$ cat config.mk
export PLATFORM = sky130hd
export DESIGN_NAME = pipeline_ctrl_flat
export DESIGN_NICKNAME = d
export VERILOG_FILES = /design/src/rtl/pipeline_ctrl_pkg.sv /design/src/rtl/pipeline_ctrl_if.sv /design/src/rtl/pipeline_ctrl_sat_counter.sv /design/src/rtl/pipeline_ctrl.sv /design/src/flat_wrapper.sv
export SDC_FILE = /design/constraint.sdc
export NUM_CORES = 1
export LEC_CHECK = 0
export ABC_CLOCK_PERIOD_IN_PS = 3700
export CORE_ASPECT_RATIO = 1.2
export CORE_UTILIZATION = 30
export DETAILED_ROUTE_END_ITERATION = 8
export HOLD_SLACK_MARGIN = 0.1
export PLACE_DENSITY = 0.59
export SLEW_MARGIN = 20
export SYNTH_ARGS = -nofsm -noshare
export SYNTH_HDL_FRONTEND = slang
export SYNTH_SLANG_ARGS = --single-unit
$ cat constraint.sdc
create_clock -name clk -period 3.7 [get_ports clk]
set_input_delay 0.74 -clock clk [delete_from_list [all_inputs] [get_ports clk]]
set_output_delay 0.74 -clock clk [all_outputs]
set_load 0.01 [all_outputs]
$ cat src/rtl/pipeline_ctrl_pkg.sv
// pipeline_ctrl_pkg: shared state encoding and register constants for the pipeline controller
package cpu_types_pkg;
  typedef enum logic [1:0] {PC_RUN, PC_MEMWAIT, PC_HALTED} pctrl_state_t;
  localparam logic [4:0] REG_ZERO = 5'd0;
endpackage

$ cat src/rtl/pipeline_ctrl_if.sv
// pipeline_ctrl_if: hazard inputs from the datapath and latch controls back to it
interface pipeline_ctrl_if #(parameter int CNT_W = 32);
  logic ihit, dhit, fd_uses_rt, dex_dREN, ex_redirect, exm_dREN, exm_dWEN, mwb_halt;
  logic [4:0] fd_rs, fd_rt, dex_rt;
  logic pc_en, fd_en, fd_flush, dex_freeze, dex_flush, exm_en, mwb_en, halted;
  logic [CNT_W-1:0] stall_cnt, flush_cnt;
  modport master (
    output ihit, dhit, fd_rs, fd_rt, fd_uses_rt, dex_dREN, dex_rt, ex_redirect, exm_dREN, exm_dWEN, mwb_halt,
    input pc_en, fd_en, fd_flush, dex_freeze, dex_flush, exm_en, mwb_en, halted, stall_cnt, flush_cnt
  );
  modport slave (
    input ihit, dhit, fd_rs, fd_rt, fd_uses_rt, dex_dREN, dex_rt, ex_redirect, exm_dREN, exm_dWEN, mwb_halt,
    output pc_en, fd_en, fd_flush, dex_freeze, dex_flush, exm_en, mwb_en, halted, stall_cnt, flush_cnt
  );
endinterface

$ cat src/rtl/pipeline_ctrl_sat_counter.sv
// sat_counter: counter that sticks at all-ones instead of wrapping
module sat_counter #(parameter int W = 32) (
  input  logic         clk,
  input  logic         nRST,
  input  logic         inc,
  output logic [W-1:0] cnt
);
  always_ff @(posedge clk or negedge nRST)
    if (!nRST) cnt <= '0;
    else if (inc && cnt != '1) cnt <= cnt + 1'b1;
endmodule

$ cat src/rtl/pipeline_ctrl.sv
// pipeline_ctrl: load-use / redirect / memory-wait / halt controller for the pipeline latches and PC
module pipeline_ctrl
  import cpu_types_pkg::*;
#(parameter int CNT_W = 32) (
  input logic           clk,
  input logic           nRST,
  pipeline_ctrl_if.slave bus
);
  pctrl_state_t state;
  logic mem_busy, stall_mem, lu_haz, halt_now, stop, redir, frz;
  always_comb begin
    mem_busy  = (bus.exm_dREN | bus.exm_dWEN) & ~bus.dhit;
    stall_mem = (state == PC_MEMWAIT) ? ~bus.dhit : mem_busy;
    lu_haz    = bus.dex_dREN && bus.dex_rt != REG_ZERO &&
                (bus.dex_rt == bus.fd_rs || (bus.fd_uses_rt && bus.dex_rt == bus.fd_rt));
    halt_now  = state == PC_HALTED || bus.mwb_halt;
    // while in reset every input is ignored so the latches run freely
    stop      = nRST & (halt_now | stall_mem);
    redir     = nRST & ~stop & bus.ex_redirect;
    frz       = nRST & ~stop & ~bus.ex_redirect & lu_haz;
    bus.pc_en      = ~stop & ~frz;
    bus.fd_en      = ~stop & ~frz;
    bus.fd_flush   = redir;
    bus.dex_flush  = redir;
    bus.dex_freeze = frz;
    bus.exm_en     = ~stop;
    bus.mwb_en     = ~stop;
    bus.halted     = state == PC_HALTED;
  end
  always_ff @(posedge clk or negedge nRST)
    if (!nRST) state <= PC_RUN;
    else if (bus.mwb_halt) state <= PC_HALTED;
    else state <= (state == PC_HALTED)  ? PC_HALTED :
                  (state == PC_MEMWAIT) ? (bus.dhit ? PC_RUN : PC_MEMWAIT) :
                  (mem_busy ? PC_MEMWAIT : PC_RUN);
  sat_counter #(.W(CNT_W)) u_stall (
    .clk(clk), .nRST(nRST), .inc(~bus.pc_en & (state != PC_HALTED)), .cnt(bus.stall_cnt)
  );
  sat_counter #(.W(CNT_W)) u_flush (
    .clk(clk), .nRST(nRST), .inc(bus.ex_redirect & bus.ihit & ~halt_now), .cnt(bus.flush_cnt)
  );
endmodule

$ cat src/flat_wrapper.sv
// flat-port wrapper written by rule: the top's interface ports become plain ports
module pipeline_ctrl_flat import cpu_types_pkg::*;
#(parameter int CNT_W = 32)
  (clk, nRST, bus_ihit, bus_dhit, bus_fd_rs, bus_fd_rt, bus_fd_uses_rt, bus_dex_dREN, bus_dex_rt, bus_ex_redirect, bus_exm_dREN, bus_exm_dWEN, bus_mwb_halt, bus_pc_en, bus_fd_en, bus_fd_flush, bus_dex_freeze, bus_dex_flush, bus_exm_en, bus_mwb_en, bus_halted, bus_stall_cnt, bus_flush_cnt);
  pipeline_ctrl_if #(.CNT_W(CNT_W)) bus_i ();
  input logic clk;
  input logic nRST;
  input wire logic [$bits(bus_i.ihit)-1:0] bus_ihit;
  input wire logic [$bits(bus_i.dhit)-1:0] bus_dhit;
  input wire logic [$bits(bus_i.fd_rs)-1:0] bus_fd_rs;
  input wire logic [$bits(bus_i.fd_rt)-1:0] bus_fd_rt;
  input wire logic [$bits(bus_i.fd_uses_rt)-1:0] bus_fd_uses_rt;
  input wire logic [$bits(bus_i.dex_dREN)-1:0] bus_dex_dREN;
  input wire logic [$bits(bus_i.dex_rt)-1:0] bus_dex_rt;
  input wire logic [$bits(bus_i.ex_redirect)-1:0] bus_ex_redirect;
  input wire logic [$bits(bus_i.exm_dREN)-1:0] bus_exm_dREN;
  input wire logic [$bits(bus_i.exm_dWEN)-1:0] bus_exm_dWEN;
  input wire logic [$bits(bus_i.mwb_halt)-1:0] bus_mwb_halt;
  output wire logic [$bits(bus_i.pc_en)-1:0] bus_pc_en;
  output wire logic [$bits(bus_i.fd_en)-1:0] bus_fd_en;
  output wire logic [$bits(bus_i.fd_flush)-1:0] bus_fd_flush;
  output wire logic [$bits(bus_i.dex_freeze)-1:0] bus_dex_freeze;
  output wire logic [$bits(bus_i.dex_flush)-1:0] bus_dex_flush;
  output wire logic [$bits(bus_i.exm_en)-1:0] bus_exm_en;
  output wire logic [$bits(bus_i.mwb_en)-1:0] bus_mwb_en;
  output wire logic [$bits(bus_i.halted)-1:0] bus_halted;
  output wire logic [$bits(bus_i.stall_cnt)-1:0] bus_stall_cnt;
  output wire logic [$bits(bus_i.flush_cnt)-1:0] bus_flush_cnt;
  assign bus_i.ihit = bus_ihit;
  assign bus_i.dhit = bus_dhit;
  assign bus_i.fd_rs = bus_fd_rs;
  assign bus_i.fd_rt = bus_fd_rt;
  assign bus_i.fd_uses_rt = bus_fd_uses_rt;
  assign bus_i.dex_dREN = bus_dex_dREN;
  assign bus_i.dex_rt = bus_dex_rt;
  assign bus_i.ex_redirect = bus_ex_redirect;
  assign bus_i.exm_dREN = bus_exm_dREN;
  assign bus_i.exm_dWEN = bus_exm_dWEN;
  assign bus_i.mwb_halt = bus_mwb_halt;
  assign bus_pc_en = bus_i.pc_en;
  assign bus_fd_en = bus_i.fd_en;
  assign bus_fd_flush = bus_i.fd_flush;
  assign bus_dex_freeze = bus_i.dex_freeze;
  assign bus_dex_flush = bus_i.dex_flush;
  assign bus_exm_en = bus_i.exm_en;
  assign bus_mwb_en = bus_i.mwb_en;
  assign bus_halted = bus_i.halted;
  assign bus_stall_cnt = bus_i.stall_cnt;
  assign bus_flush_cnt = bus_i.flush_cnt;
  pipeline_ctrl #(.CNT_W(CNT_W)) u_core (.clk(clk), .nRST(nRST), .bus(bus_i));
endmodule
# After elaboration in Yosys (flattened, before gate mapping)
# Cells that the tools add are included.
[op_classes] n_addsub=2 mux=6 reduce_logical=8 eq_ne=7 n_bitwise=18
[op_table] operator="32-bit by 1-bit adder with 32-bit output (second input constant)" count=2
[op_table] operator="32-bit != test (second input constant)" count=2
[op_table] operator="1-bit AND" count=10
[op_table] operator="5-bit == test" count=2
[op_table] operator="2-bit 2-to-1 mux" count=3
[op_table] operator="1-bit NOT" count=6
[op_table] operator="1-bit logical AND" count=5
[op_table] operator="5-bit nonzero test" count=1
[op_table] operator="1-bit 2-to-1 mux" count=3
[op_table] operator="2-bit by 1-bit == test with 1-bit output (second input constant)" count=1
[op_table] operator="2-bit == test (second input constant)" count=1
[op_table] operator="1-bit logical OR" count=2
[op_table] operator="2-bit != test (second input constant)" count=1
[op_table] operator="1-bit bitwise OR" count=2
[word_totals] out_inout_bits=72 in_bits=25 regBits=66

# Longest topological paths before layout
# Gate-level depths: netlist of run 1.
[logic_depth] depth_word=14 mapped_depth=11

# By module
# Synthesis of run 1 repeated with hierarchy kept, for this count alone.
[hier_totals] hier_cells=342 hier_area_um2=3554.7
[by_module_without_submodules] module="sat_counter" cells_per_inst=151 instances=2 area_per_inst_um2=1624.1 seq_area_each_um2=800.8
[by_module_without_submodules] module="pipeline_ctrl" cells_per_inst=40 instances=1 area_per_inst_um2=306.5 seq_area_each_um2=50.0

# Worst setup path before layout of run 1
# OpenSTA, ideal clock, no wires.
[synth_timing] kind="input-to-output" startpoint="in bus_dex_rt[0]" endpoint="out bus_pc_en" path_stages=5 arrival_ns=2.081 n_path_buf=1 path_slack_ns=0.879 cell_sequence="or4_1 > o211ai_1 > nor4_2 > a21boi_1 > buf_4"
[synth_via] elab_chain_len=7
[synth_lines] element="start: declaration" line_no="flat_wrapper.sv:14" rtl="input wire logic [$bits(bus_i.dex_rt)-1:0] bus_dex_rt;"
[synth_lines] element="5-bit == test" line_no="pipeline_ctrl.sv:15" rtl="(bus.dex_rt == bus.fd_rs || (bus.fd_uses_rt && bus.dex_rt == bus.fd_rt));"
[synth_lines] element="1-bit logical AND" line_no="pipeline_ctrl.sv:15"
[synth_lines] element="1-bit logical OR" line_no="pipeline_ctrl.sv:15"
[synth_lines] element="1-bit logical AND *" line_no="pipeline_ctrl.sv:14" rtl="lu_haz = bus.dex_dREN && bus.dex_rt != REG_ZERO &&"
[synth_lines] element="1-bit AND *" line_no="pipeline_ctrl.sv:20" rtl="frz = nRST & ~stop & ~bus.ex_redirect & lu_haz;"
[synth_lines] element="1-bit NOT *"
[synth_lines] element="1-bit AND *"
[synth_lines] element="end: declaration" line_no="flat_wrapper.sv:19" rtl="output wire logic [$bits(bus_i.pc_en)-1:0] bus_pc_en;"
# Every way passes the cells marked *; elsewhere a longest branch is shown, timed or not.

# Final worst setup path of run 1
[layout_timing] startpoint="in bus_dex_rt[0]" endpoint="out bus_pc_en"
[layout_via] elab_chain_len=7
[layout_lines] element="5-bit == test" line_no="pipeline_ctrl.sv:15"
[layout_lines] element="1-bit logical AND" line_no="pipeline_ctrl.sv:15"
[layout_lines] element="1-bit logical OR" line_no="pipeline_ctrl.sv:15"
[layout_lines] element="1-bit logical AND *" line_no="pipeline_ctrl.sv:14"
[layout_lines] element="1-bit AND *" line_no="pipeline_ctrl.sv:20"
[layout_lines] element="1-bit NOT *" line_no="pipeline_ctrl.sv:21" rtl="bus.pc_en = ~stop & ~frz;"
[layout_lines] element="1-bit AND *" line_no="pipeline_ctrl.sv:21"
# Marks and branches as above.

==> results.json, run 1 <==
{
  "globalplace.congestion": 0.741,
  "dpl_cell_area_sq_um": 4440,
  "cp_max_fo": 3,
  "register_area_sq_um": 1650,
  "grt_first_pass_wirelength_um": 13700,
  "min_period_ns": 3.54,
  "syn2layout_area_growth_pct": 41.9,
  "syn-num-nets": 348,
  "ant_nets": 0,
  "ys_warn_count": 0,
  "ys_seq_area_frac": 0.496,
  "crit_family": "buffers and inverters",
  "reg2reg_depth": 9,
  "muxShareOfSynthArea": 0.00338,
  "post_cts_resized": 0,
  "ys_ff_latch": 66,
  "switching_share": 0.223,
  "hold_violations": 0,
  "fin_setup_tns_ns": 0,
  "cts_buffers": 9,
  "wl_um": 8100,
  "antenna_cells": 0,
  "dpl.hpwl_um": 5840,
  "cts_hold_buf": 0,
  "rr_endpoint": "u_core.u_stall.cnt[28]$_DFFE_PN0P_",
  "clock_path_buffers": 2,
  "grt_use_total": 0.150,
  "firstDrtPassIters": 9,
  "cts_setup_buffers": 0,
  "ff2ff_setup_slack_ns": 1.14,
  "cpPeakStageDelay_ns": 0.56,
  "synth_area_per_cell_sq_um": 10.4,
  "fillers": 1045,
  "worstMarginPinSlew_ns": 0.848,
  "p_seq_frac": 0.439,
  "dp_cells": 545,
  "cp-start-kind": "input pin",
  "vias_per_cell": 4.89,
  "finalPower_w": 0.00176,
  "slowest_stage": "clkdlybuf4s50_1",
  "synth_compound_area_frac": 0.0229,
  "grt_pass1_vias": 2611,
  "ys_async_sr_fraction": 1.00,
  "drtIter0Drc": 73,
  "finalCoreUtilization": 0.443,
  "core_sq_um": 10700,
  "layout.nets": 454,
  "comb_power_share": 0.086,
  "fin_crit_sh": 0.958,
  "grt_max_degree": 67,
  "final_area_sq_um": 4730,
  "cts.sinks": 66,
  "hold_path.class": "reg2reg",
  "cts_tree": "yes",
  "synth_cells": 321,
  "final_layout_size_suffix_gt1_frac": 0.0835,
  "power_leakage_nw": 1.97,
  "relSlewSlack": 0.435,
  "fin_worst_skew_ns": 0.00569,
  "setup_viol": 0,
  "port_buffers": 96,
  "cp.required_ns": 2.96,
  "report.final.slew_viol_count": 0,
  "synth_xor_area_frac": 0.187,
  "outcome": "finished, violations left",
  "clkLatencyLatePin_ns": 0.33,
  "rsz0062_at_grt": "false",
  "synth_edf_count": 0,
  "synth_top_flop_cell": "dfrtp_1",
  "synth_top_family_by_area": "simple AND/OR/NAND/NOR gates",
  "die_w_um": 98.2,
  "synth_area_sq_um": 3330,
  "fmax_mhz": 282,
  "routedWlPerCell_um": 14.5,
  "row_count": 41,
  "min_path_cells": 1,
  "switching_power_w": 0.000391,
  "vdd_ir_drop_max_v": 0.000183,
  "ctsRootBufferMaster": "clkbuf_16",
  "io_pins": 97,
  "criticalPathCategory": "in2out",
  "ys_types": 39,
  "overflow": 0,
  "antenna_found_initial": 0,
  "die_h_um": 117,
  "setup.worst_path.end_class": "output port",
  "pwr-share-clk": 0.475,
  "htreeDepth": 3,
  "post_synth_and_or_nand_nor_area_fraction": 0.257,
  "clk_pin_slew_ns": 0.05,
  "holdPathEnd": "u_core.u_flush.cnt[13]$_DFFE_PN0P_",
  "p_int_w": 0.00137,
  "violations": "design-rule violations",
  "vias": 2740,
  "cp.arrival_ns": 2.80,
  "multi_input_area_sq_um": 1600,
  "synthAdderAreaFrac": 0.00751,
  "drv_cap": 0,
  "r2r-start": "u_core.u_stall.cnt[0]$_DFFE_PN0P_",
  "final_cells": 560,
  "crit_buf_inv": 2,
  "power.density_nw_per_um2": 372,
  "start_util": 0.312,
  "dieArea_sq_um": 11500,
  "path_common_cell": "clkdlybuf4s50_1",
  "min_from": "u_core.u_flush.cnt[13]$_DFFE_PN0P_",
  "drc": 6,
  "path_cells": "clkdlybuf4s50_1 > or4_1 > o211ai_1 > nor4_2 > a21boi_2 > clkdlybuf4s50_1"
}
==> how the worst max path moves through the flow <==
stage	start	end	slack, ns	cells past startpoint
CTS	bus_dex_rt[0]	bus_fd_en	0.09	6
floorplan	bus_dex_rt[0]	bus_pc_en	0.88	5
finish	bus_dex_rt[0]	bus_pc_en	0.16	6
global route	bus_dex_rt[0]	bus_pc_en	0.05	6
global placement	bus_dex_rt[0]	bus_pc_en	0.14	6
detailed placement	bus_dex_rt[0]	bus_fd_en	0.11	6
==> layout make-up <==
class,count,share of cell area
clock inverters,3,0.00847
inverters,6,0.00477
multi-input cells,241,0.338
well taps,129,0.0342
repair buffers,103,0.213
clock buffers,12,0.0522
flip-flops and latches,66,0.349
==> layout by cell type, fill, tap and decap left out, types with 3 or more instances in the layout <==
cell type / count
a21oi_1: 3
and2_1: 4
and3_1: 13
and4_1: 3
buf_4: 7
clkbuf_16: 9
clkdlybuf4s50_1: 95
dfrtp_1: 66
inv_1: 6
nand2_1: 33
nand3_1: 30
nand4_1: 20
nor2_1: 19
nor3_1: 13
nor3_2: 5
nor4_1: 3
xnor2_1: 49
xor2_1: 22
==> sequential cells by signal, summed over array words and instances (netlist names) <==
signal / flops
u_core.u_flush.cnt: 32
u_core.u_stall.cnt: 32
u_core.state: 2
==> layer usage <==
| metal | share of wire | vias up | wire length (um) | GRT usage |
|---|---|---|---|---|
| li1 | - | 1333 | - | - |
| met1 | 0.43 | 1329 | 3440 | 0.184 |
| met2 | 0.51 | 67 | 4140 | 0.252 |
| met3 | 0.051 | 11 | 414 | 0.0423 |
| met4 | 0.012 | 0 | 99 | 0.0494 |
| met5 | 0 | - | 0 | 0 |
==> cell families (layout without fill, tap and decap cells) <==
| kind of cell | after synthesis | after routing |
|---|---|---|
| simple gates | 156 | 156 |
| xor+xnor | 71 | 71 |
| flops | 66 | 66 |
| buf+inv | 14 | 124 |
| compound gates | 11 | 11 |
| fa+ha+maj | 2 | 2 |
| mux | 1 | 1 |
==> synthesized netlist by cell type, drive strengths merged, types with 3 or more instances <==
| library cell | instances | share of area |
|---|---|---|
| dfrtp | 66 | 0.50 |
| xnor2 | 49 | 0.13 |
| nand2 | 33 | 0.037 |
| nand3 | 30 | 0.045 |
| xor2 | 22 | 0.058 |
| nand4 | 20 | 0.038 |
| nor2 | 20 | 0.023 |
| nor3 | 18 | 0.035 |
| and3 | 13 | 0.024 |
| buf | 7 | 0.018 |
| inv | 6 | 0.0068 |
| and2 | 5 | 0.010 |
| and4 | 5 | 0.015 |
| nor4 | 5 | 0.013 |
| a21oi | 3 | 0.0045 |
==> per-stage QoR <==
step	hold slack, ns	setup WS [ns]
after global routing	0.509	0.0495
final	0.496	0.157
after CTS	0.496	0.0853
after floorplan	0.444	0.879
after global placement	0.478	0.144
after detailed placement	0.483	0.108
==> worst register-to-register path, delay by kind of cell (launching register included) <==
| family | cells | cell delay [ns] |
|---|---|---|
| xor gates and xnor gates | 1 | 0.17 |
| adders and majority gates | 1 | 0.24 |
| AOI/OAI and AO/OA | 1 | 0.25 |
| buffers and inverters | 1 | 0.21 |
| DFF | 1 | 0.41 |
| and+or+nand+nor | 5 | 1.20 |
==> power by group through the flow <==
stage / clock network [W] / registers [W] / logic, W
after floorplan: 0 / 0.000790 / 0.0000424
after CTS: 0.000859 / 0.000772 / 0.000153
after global routing: 0.000884 / 0.000776 / 0.000165
final: 0.000835 / 0.000772 / 0.000151
after global placement: 0 / 0.000784 / 0.000151
after detailed placement: 0 / 0.000785 / 0.000152
Note: power is estimated with default switching activity, not from simulation.
==> run 2: changes to the inputs <==
Settings changed: CTS_BUF_LIST set to sky130_fd_sc_hd__clkbuf_4.
==> run 2 against run 1 <==
The run still ends with design-rule violations left. Largest power group is now registers. Clock power fell by 43%. Global-route usage fell by 0.31 points. Register-to-register slack improved by 0.06 ns. Sequential share of layout area increased by 1.2 points. Total power decreased by 21%. Sequential power about the same. First-iteration DRC count grew 11%. Die area did not move. Critical path type unchanged. Hold slack improved by 0.0056 ns.
==> results.json, run 2 (same netlist as run 1, synthesis figures left out) <==
{
  "min_period_ns": 3.54,
  "dr_wl_met2_um": 4030,
  "cts_setup_buffers": 0,
  "core_sq_um": 10700,
  "path_common_cell": "clkdlybuf4s50_1",
  "setup_viol": 0,
  "die_h_um": 117,
  "crit_buf_inv": 2,
  "outcome": "finished, violations left",
  "start_util": 0.312,
  "layout_common_cells": "clkdlybuf4s50_1, dfrtp_1, xnor2_1",
  "overflow": 0,
  "fin_worst_skew_ns": 0.0137,
  "clkLatencyLatePin_ns": 0.41,
  "row_count": 41,
  "fin_setup_tns_ns": 0,
  "syn2layout_area_growth_pct": 37.1,
  "drv_cap": 0,
  "antenna_cells": 0,
  "fmax_mhz": 282,
  "grt_max_degree": 67,
  "vias": 2716,
  "dieArea_sq_um": 11500,
  "dpl.hpwl_um": 5840,
  "grt_pass1_vias": 2589,
  "multi_input_area_sq_um": 1600,
  "globalplace.congestion": 0.741,
  "cpPeakStageDelay_ns": 0.56,
  "cts_tree": "yes",
  "cp_max_fo": 3,
  "rsz0062_at_grt": "false",
  "final_layout_size_suffix_gt1_frac": 0.0858,
  "violations": "design-rule violations",
  "setup.worst_path.end_class": "output port",
  "grt_use_total": 0.147,
  "port_buffers": 96,
  "clk_pin_slew_ns": 0.11,
  "dpl_worst_slack_ns": 0.108,
  "holdPathEnd": "u_core.u_flush.cnt[13]$_DFFE_PN0P_",
  "report.final.slew_viol_count": 0,
  "ant_nets": 0,
  "final_common_cell": "clkdlybuf4s50_1",
  "rr_endpoint": "u_core.u_stall.cnt[28]$_DFFE_PN0P_",
  "firstDrtPassIters": 9,
  "min_from": "u_core.u_flush.cnt[13]$_DFFE_PN0P_",
  "reg2reg_depth": 9,
  "path_cells": "clkdlybuf4s50_1 > or4_1 > o211ai_1 > nor4_2 > a21boi_2 > clkdlybuf4s50_1",
  "wl_um": 8000,
  "drc": 6,
  "hold_violations": 0,
  "power.density_nw_per_um2": 306,
  "cp.arrival_ns": 2.80,
  "ff2ff_setup_slack_ns": 1.20,
  "met1_length_um": 3500,
  "cts.sinks": 66,
  "cp-start-kind": "input pin",
  "layout.nets": 454,
  "r2r-start": "u_core.u_stall.cnt[0]$_DFFE_PN0P_",
  "wl_met3_um": 396,
  "top_layer": "met4",
  "final_area_sq_um": 4570,
  "min_path_cells": 1,
  "grt_first_pass_wirelength_um": 13400,
  "slowest_stage": "clkdlybuf4s50_1",
  "clock_path_buffers": 2,
  "cp.required_ns": 2.96,
  "die_w_um": 98.2,
  "fin_crit_sh": 0.957,
  "routedWlPerCell_um": 14.3,
  "cts_hold_buf": 0,
  "hold_path.class": "reg2reg",
  "power_leakage_nw": 1.90,
  "relSlewSlack": 0.437,
  "ctsRootBufferMaster": "clkbuf_4",
  "worstMarginPinSlew_ns": 0.844,
  "drtIter0Drc": 81,
  "setup_slack_ns": 0.158,
  "top_regs": "u_core.u_flush.cnt x32, u_core.u_stall.cnt x32, u_core.state x2",
  "vdd_ir_drop_max_v": 0.000164,
  "htreeDepth": 3,
  "dpl_cell_area_sq_um": 4440,
  "fillers": 1053,
  "cts_buffers": 9,
  "vias_per_cell": 4.85,
  "criticalPathCategory": "in2out",
  "register_area_sq_um": 1650,
  "io_pins": 97,
  "crit_family": "buffers and inverters",
  "antenna_found_initial": 0
}
==> run 2: how the worst max path moves through the flow <==
| stage | from | slack, ns | endpoint | cells past startpoint |
|---|---|---|---|---|
| CTS | bus_dex_rt[0] | 0.09 | bus_fd_en | 6 |
| finish | bus_dex_rt[0] | 0.16 | bus_pc_en | 6 |
| global route | bus_dex_rt[0] | 0.05 | bus_pc_en | 6 |
| detailed placement | bus_dex_rt[0] | 0.11 | bus_fd_en | 6 |
| floorplan | bus_dex_rt[0] | 0.88 | bus_pc_en | 5 |
| global placement | bus_dex_rt[0] | 0.14 | bus_pc_en | 6 |
==> run 2: cell type report <==
type                    instances  share of cell area
inverters                       6             0.00493
clock buffers                  11              0.0181
multi-input cells             241               0.349
well taps                     129              0.0354
flip-flops and latches         66               0.362
repair buffers                103               0.221
clock inverters                 4             0.00959
==> run 2: metrics by stage <==
stage	hold slack (ns)	std cells	utilization	total power, W
6_report	0.501	560	0.428	0.00140
5_1_grt	0.518	560	0.428	0.00146
4_1_cts	0.504	560	0.428	0.00141
3_5_place_dp	0.483	545	0.416	0.000937
3_3_place_gp	0.478	545	0.416	0.000935
2_1_floorplan	0.444	321	-	0.000833
==> run 2: where the power goes <==
part / internal (W) / switching, W
logic: 0.0000879 / 0.0000628
registers: 0.000743 / 0.0000268
clock network: 0.000214 / 0.000261
total: 0.00104 / 0.000350
==> run 2: per-layer routing <==
metal | track usage | vias to the layer above
li1 | - | 1328
met1 | 0.185 | 1320
met2 | 0.243 | 61
met3 | 0.0399 | 7
met4 | 0.0476 | 0
met5 | 0 | -
==> run 2: what timing repair did <==
action | CTS | global route
resized for setup | 0 | 1
setup endpoints to repair | 0 | 2
endpoints found under the hold margin | 0 | 0
